## config.mk

```make
export PLATFORM = sky130hd
export DESIGN_NAME = ws_pe
export DESIGN_NICKNAME = d
export VERILOG_FILES = /design/src/rtl/ws_pe_pkg.sv /design/src/rtl/ws_pe_sat_add.sv /design/src/rtl/ws_pe.sv
export SDC_FILE = /design/constraint.sdc
export NUM_CORES = 1
export LEC_CHECK = 0
export ABC_AREA = 0
export CORE_MARGIN = 3
export CORE_UTILIZATION = 25
export CTS_CLUSTER_DIAMETER = 150
export DETAILED_ROUTE_END_ITERATION = 10
export DONT_BUFFER_PORTS = 1
export GPL_ROUTABILITY_DRIVEN = 1
export SYNTH_ARGS = -nofsm -noshare
export SYNTH_HDL_FRONTEND = slang
export SYNTH_SLANG_ARGS = --single-unit
```

## constraint.sdc

```tcl
create_clock -name clk -period 8.7 [get_ports clk]
set_clock_uncertainty 0.1 [all_clocks]
set_input_delay 1.305 -clock clk [delete_from_list [all_inputs] [get_ports clk]]
set_output_delay 1.305 -clock clk [all_outputs]
set_load 0.03 [all_outputs]
```

## src/rtl/ws_pe_pkg.sv

```systemverilog
// Shared types and constants for the weight-stationary processing element
// and the array-level logic that reuses its saturating adder.
package ws_pe_pkg;

  localparam int DEF_DATA_WIDTH   = 16;
  localparam int DEF_WEIGHT_WIDTH = 16;
  localparam int DEF_ACC_WIDTH    = 40;
  localparam bit DEF_SATURATE     = 1'b1;
  localparam int MAX_ACC_WIDTH    = 128;

  typedef enum logic {
    PE_MAC    = 1'b0,
    PE_BYPASS = 1'b1
  } pe_mode_e;

  // Largest positive value of an acc_w-bit signed number, held in a wide word
  // so callers of any accumulator width can slice the low bits.
  function automatic logic signed [MAX_ACC_WIDTH-1:0] sat_max(input int unsigned acc_w);
    logic signed [MAX_ACC_WIDTH-1:0] one;
    one = 1;
    return (one <<< (acc_w - 1)) - one;
  endfunction

  function automatic logic signed [MAX_ACC_WIDTH-1:0] sat_min(input int unsigned acc_w);
    return ~sat_max(acc_w);
  endfunction

endpackage

```

## src/rtl/ws_pe_sat_add.sv

```systemverilog
// Combinational signed add with one guard bit; clamps or wraps on overflow
// and flags it. Also used by the array's output drain.
module sat_add import ws_pe_pkg::*; #(
  parameter int ACC_WIDTH = DEF_ACC_WIDTH,
  parameter bit SATURATE  = DEF_SATURATE
) (
  input  logic signed [ACC_WIDTH-1:0] a_i,
  input  logic signed [ACC_WIDTH-1:0] b_i,
  output logic signed [ACC_WIDTH-1:0] sum_o,
  output logic                        ovf_o
);

  localparam logic signed [MAX_ACC_WIDTH-1:0] MAX_FULL = sat_max(ACC_WIDTH);
  localparam logic signed [MAX_ACC_WIDTH-1:0] MIN_FULL = sat_min(ACC_WIDTH);
  localparam logic signed [ACC_WIDTH-1:0]     ACC_MAX  = MAX_FULL[ACC_WIDTH-1:0];
  localparam logic signed [ACC_WIDTH-1:0]     ACC_MIN  = MIN_FULL[ACC_WIDTH-1:0];

  logic signed [ACC_WIDTH:0] sum_ext;

  // Overflow shows as the guard bit disagreeing with the result sign bit.
  function automatic logic signed [ACC_WIDTH-1:0] clamp(input logic signed [ACC_WIDTH:0] s);
    if ((s[ACC_WIDTH] != s[ACC_WIDTH-1]) && SATURATE)
      return s[ACC_WIDTH] ? ACC_MIN : ACC_MAX;
    return s[ACC_WIDTH-1:0];
  endfunction

  assign sum_ext = {a_i[ACC_WIDTH-1], a_i} + {b_i[ACC_WIDTH-1], b_i};
  assign sum_o   = clamp(sum_ext);
  assign ovf_o   = sum_ext[ACC_WIDTH] ^ sum_ext[ACC_WIDTH-1];

endmodule

```

## src/rtl/ws_pe.sv

```systemverilog
// Weight-stationary PE: double-buffered weight, two-stage multiply/accumulate
// toward the south, one-cycle activation forwarding to the east.
module ws_pe import ws_pe_pkg::*; #(
  parameter int DATA_WIDTH   = DEF_DATA_WIDTH,
  parameter int WEIGHT_WIDTH = DEF_WEIGHT_WIDTH,
  parameter int ACC_WIDTH    = DEF_ACC_WIDTH,
  parameter bit SATURATE     = DEF_SATURATE
) (
  input  logic                           clk,
  input  logic                           rstn,
  input  logic                           stall_i,
  input  logic                           mode_i,
  input  logic                           w_load_i,
  input  logic signed [WEIGHT_WIDTH-1:0] weight_i,
  input  logic                           w_swap_i,
  output logic                           w_load_o,
  output logic signed [WEIGHT_WIDTH-1:0] weight_o,
  input  logic                           data_valid_i,
  input  logic signed [DATA_WIDTH-1:0]   data_i,
  output logic                           data_valid_o,
  output logic signed [DATA_WIDTH-1:0]   data_o,
  input  logic                           psum_valid_i,
  input  logic signed [ACC_WIDTH-1:0]    psum_i,
  output logic                           psum_valid_o,
  output logic signed [ACC_WIDTH-1:0]    psum_o,
  input  logic                           ovf_clr_i,
  output logic                           ovf_o
);

  localparam int PROD_W = DATA_WIDTH + WEIGHT_WIDTH;

  pe_mode_e mode;

  logic signed [WEIGHT_WIDTH-1:0] w_shd_q, w_shd_d;
  logic signed [WEIGHT_WIDTH-1:0] w_act_q, w_act_d;
  logic signed [WEIGHT_WIDTH-1:0] weight_q, weight_d;
  logic                           w_load_q, w_load_d;

  logic signed [PROD_W-1:0]       prod_p1_q, prod_p1_d;
  logic signed [ACC_WIDTH-1:0]    addend_p1_q, addend_p1_d;
  logic                           vld_p1_q, vld_p1_d;
  logic signed [DATA_WIDTH-1:0]   data_p1_q, data_p1_d;
  logic                           dvld_p1_q, dvld_p1_d;

  logic signed [ACC_WIDTH-1:0]    psum_p2_q, psum_p2_d;
  logic                           vld_p2_q, vld_p2_d;
  logic                           ovf_q, ovf_d;

  logic signed [PROD_W-1:0]       mult;
  logic signed [ACC_WIDTH-1:0]    prod_ext;
  logic signed [ACC_WIDTH-1:0]    sum;
  logic                           sum_ovf;

  assign mode     = pe_mode_e'(mode_i);
  assign mult     = PROD_W'(data_i) * PROD_W'(w_act_q);
  assign prod_ext = ACC_WIDTH'(prod_p1_q);

  sat_add #(
    .ACC_WIDTH (ACC_WIDTH),
    .SATURATE  (SATURATE)
  ) u_sat_add (
    .a_i   (addend_p1_q),
    .b_i   (prod_ext),
    .sum_o (sum),
    .ovf_o (sum_ovf)
  );

  always_comb begin
    w_shd_d     = w_shd_q;
    w_act_d     = w_act_q;
    weight_d    = weight_i;
    w_load_d    = w_load_i;
    prod_p1_d   = prod_p1_q;
    addend_p1_d = addend_p1_q;
    vld_p1_d    = vld_p1_q;
    data_p1_d   = data_p1_q;
    dvld_p1_d   = dvld_p1_q;
    psum_p2_d   = psum_p2_q;
    vld_p2_d    = vld_p2_q;
    ovf_d       = ovf_q & ~ovf_clr_i;

    // Weight buffers run free of stall; a same-cycle swap sees the old shadow.
    if (w_load_i) w_shd_d = weight_i;
    if (w_swap_i) w_act_d = w_shd_q;

    // Stage p1: operand capture and multiply against the active weight
    if (!stall_i) begin
      prod_p1_d   = (data_valid_i && mode == PE_MAC) ? mult : '0;
      addend_p1_d = psum_valid_i ? psum_i : '0;
      vld_p1_d    = data_valid_i | psum_valid_i;
      data_p1_d   = data_i;
      dvld_p1_d   = data_valid_i;
    end

    // Stage p2: accumulate into the southbound partial sum
    if (!stall_i) begin
      psum_p2_d = sum;
      vld_p2_d  = vld_p1_q;
      if (vld_p1_q && sum_ovf) ovf_d = 1'b1;
    end
  end

  always_ff @(posedge clk or negedge rstn) begin
    if (!rstn) begin
      w_shd_q     <= '0;
      w_act_q     <= '0;
      weight_q    <= '0;
      w_load_q    <= 1'b0;
      prod_p1_q   <= '0;
      addend_p1_q <= '0;
      vld_p1_q    <= 1'b0;
      data_p1_q   <= '0;
      dvld_p1_q   <= 1'b0;
      psum_p2_q   <= '0;
      vld_p2_q    <= 1'b0;
      ovf_q       <= 1'b0;
    end else begin
      w_shd_q     <= w_shd_d;
      w_act_q     <= w_act_d;
      weight_q    <= weight_d;
      w_load_q    <= w_load_d;
      prod_p1_q   <= prod_p1_d;
      addend_p1_q <= addend_p1_d;
      vld_p1_q    <= vld_p1_d;
      data_p1_q   <= data_p1_d;
      dvld_p1_q   <= dvld_p1_d;
      psum_p2_q   <= psum_p2_d;
      vld_p2_q    <= vld_p2_d;
      ovf_q       <= ovf_d;
    end
  end

  assign w_load_o     = w_load_q;
  assign weight_o     = weight_q;
  assign data_valid_o = dvld_p1_q;
  assign data_o       = data_p1_q;
  assign psum_valid_o = vld_p2_q;
  assign psum_o       = psum_p2_q;
  assign ovf_o        = ovf_q;

endmodule

```

==> reports/qor.yml <==
worst_hold_path:
  hp-start: "vld_p1_q"
  hp-class: "flip-flop to flip-flop"
die:
  core-area_um2: 74900
  die_h_um: 282
  pin_count: 157
  die_w_um: 282
  dieArea_um2: 79500
  fp-row-count: 100
  start_util: 0.254
sta:
  clock.fmax_ghz: 0.147
  setup_viol: 0
  period_needed_ns: 6.82
  slew_headroom: 0.403
  rsz0062_at_grt: "no"
  worst_slew_pin_slew_ns: 0.893
  hold_viol: 0
  finalCritPeriodShare: 0.784
  slew_violations: 0
  fin_tns_setup_ns: 0
yosys:
  synth_cells: 2016
  ys_ff_latch: 181
  synth.top_cell.area_share: 0.276
  yosys_warnings: 0
  synth_top_area_cell: "fa_1"
  syn_avg_cell_area_um2: 9.45
  yosysSeqAreaShare: 0.238
  syn-cell-area_um2: 19000
  ys_types: 65
  syn-num-nets: 2482
  synth.area.top_cells: "fa_1, dfrtp_1, ha_1"
  synth_ff_type: "dfrtp_1"
  synth_edf_count: 0
  synthArstFlopShare: 1.00
grt:
  grt_util_met3: 0.0366
  met2_usage: 0.206
  grt_pass1_wl_mm: 81.2
  grtUsageTotal: 0.131
  grt.overflow.total: 0
  grt-busiest-layer: "met2"
  grt_max_degree: 182
  grt_antenna_before_repair: 0
  grt_pass1_vias: 14000
  grtUsageMet1: 0.179
worst_setup_path:
  path_max_fanout: 17
  cp.required_ns: 8.98
  reg2reg_from: "w_act_q[1]"
  crit_type: "input port to flip-flop"
  crit_chain: "nand2_1 > inv_1 > fa_1 > fa_1 > fa_1 > fa_1 > fa_1 > fa_1 > ha_1 > a21o_1 > a21o_1 > a21o_1 > a221o_1 > o21a_1 > or3_1 > a32o_1"
  crit_arrival_ns: 7.10
  rrSetupSlack_ns: 1.91
  cp.depth: 16
  critPathMaxStageDelay_ns: 0.90
  startpoint_type: "input port"
  cpMaxStageDelayCell: "fa_1"
  startpoint: "data_i[15]"
  critical_path.top_delay_family: "adder cells"
  end_kind: "flip-flop"
  cp_num_buf_inv: 1
  worstRegToRegCells: 17
  cp-endpoint: "prod_p1_q[29]"
  timing.rr.end: "prod_p1_q[29]"
  worst_path_most_repeated_cell: "fa_1"
final_layout:
  drive_gt1_frac: 0.0524
  most-common-layout-cells: "inv_1, nand2_1, fa_1"
  syn_to_final_growth_pct: 7.82
  nNetsFinal: 2418
  register_area_um2: 4530
  nFillCells: 7914
  n_antenna_cell: 0
  final_common_cell: "inv_1"
  multi_input_area_um2: 13000
clocking:
  clk_pin_slew_worst_paths_ns: 0.08
  clk_latency_ns: 0.48
  hold_buffers: 0
  post_cts.repair.setup_buffers: 0
  cts_tree: "done"
  cts_buffer_depth: 2
  htree_num_levels: 4
  post_cts_resize_count: 0
  cts_root_buffer: "clkbuf_16"
  cts_buffers: 17
  cts_sinks: 181
detailed_routing:
  ant_nets: 0
  avgRoutedWirePerCell_um: 17.2
  dr.pass1.iters: 5
  first_iter_violations: 678
  vias: 13500
  drc: 0
  wl_mm: 50.4
  via_per_inst: 4.60
outcome:
  status: "complete, no violations"
placed_design:
  gp_congestion: 0.883
  dp_hpwl_mm: 39.4
  io_buffers: 0
job:
  maxCapViolations: 0
==> cell families (layout without fill, tap and decap cells) <==
group	after synthesis	after routing	synth area share
and+or+nand+nor	578	578	0.144
buffers and inverters	395	343	0.0790
adders and majority gates	385	385	0.357
AOI/OAI and AO/OA	368	368	0.126
DFF	181	181	0.238
xor gates and xnor gates	57	57	0.0262
muxes	52	52	0.0305
==> sequential cells by signal, indices dropped and copies added, names as in the netlist <==
register	cells
addend_p1_q	40
psum_o	40
prod_p1_q	32
data_o	16
w_act_q	16
w_shd_q	16
weight_o	16
data_valid_o	1
ovf_o	1
psum_valid_o	1
vld_p1_q	1
w_load_o	1
==> metal layers <==
metal  part of all wire  vias to the layer above  routed length (um)
met5                  0                        -                   0
met4              0.012                        0                 585
met3              0.068                       38                3420
met2               0.45                      309               22500
met1               0.47                     6737               23900
li1                   -                     6403                   -
==> worst min-delay path by stage <==
stage / end / slack [ns] / cells past startpoint
floorplan: w_act_q[15] / 0.35 / 2
global placement: vld_p1_q / 0.36 / 2
detailed placement: vld_p1_q / 0.37 / 2
CTS: addend_p1_q[13] / 0.37 / 0
global route: psum_o[7] / 0.38 / 0
finish: vld_p1_q / 0.39 / 2
==> synth_stat cells (5+ instances only) <==
cell,instances
a21o_1,23
nor3b_1,6
and3_1,15
a21oi_1,61
a2bb2oi_1,29
inv_1,305
xor2_1,23
nand2_1,292
o31ai_1,6
o211ai_1,22
buf_2,9
a211oi_1,13
mux2_2,48
or2_2,6
nand4_1,7
o21ai_0,129
ha_1,122
fa_1,263
a31o_2,5
nor4_1,6
a31oi_1,9
and2_1,129
nand2b_1,11
clkbuf_1,76
nor2_1,48
o21bai_1,10
nor3_1,20
o2111ai_1,6
nand3_1,14
or3_1,14
dfrtp_1,181
a21boi_0,5
o21a_1,14
xnor2_1,34
==> per-stage QoR <==
stage	hold slack [ns]	util	setup WS, ns	cell area (um2)	instances
after global placement	0.359	0.266	1.52	20000	2902
after detailed placement	0.372	0.266	1.36	20000	2902
after global routing	0.376	0.274	1.64	20500	2933
final	0.386	0.274	1.88	20500	2933
after floorplan	0.349	-	1.41	19000	2016
after CTS	0.366	0.274	1.89	20500	2933
==> tightest hold or removal path, stage by stage, from the launching register on <==
cell     delay (ns)
dfrtp_1        0.35
nand2_1        0.05
o21ai_0        0.06
==> area by class of cell <==
type | count | share of cell area
Clock buffer | 20 | 0.0227
Clock inverter | 11 | 0.00567
Inverter | 306 | 0.0559
Timing Repair Buffer | 6 | 0.00219
Multi-Input combinational cell | 1440 | 0.634
Tap cell | 969 | 0.0590
Sequential cell | 181 | 0.221
Power is left out: the tool's default activity adds up to more than one toggle a clock period on the data nets, which glitch-free logic cannot reach.
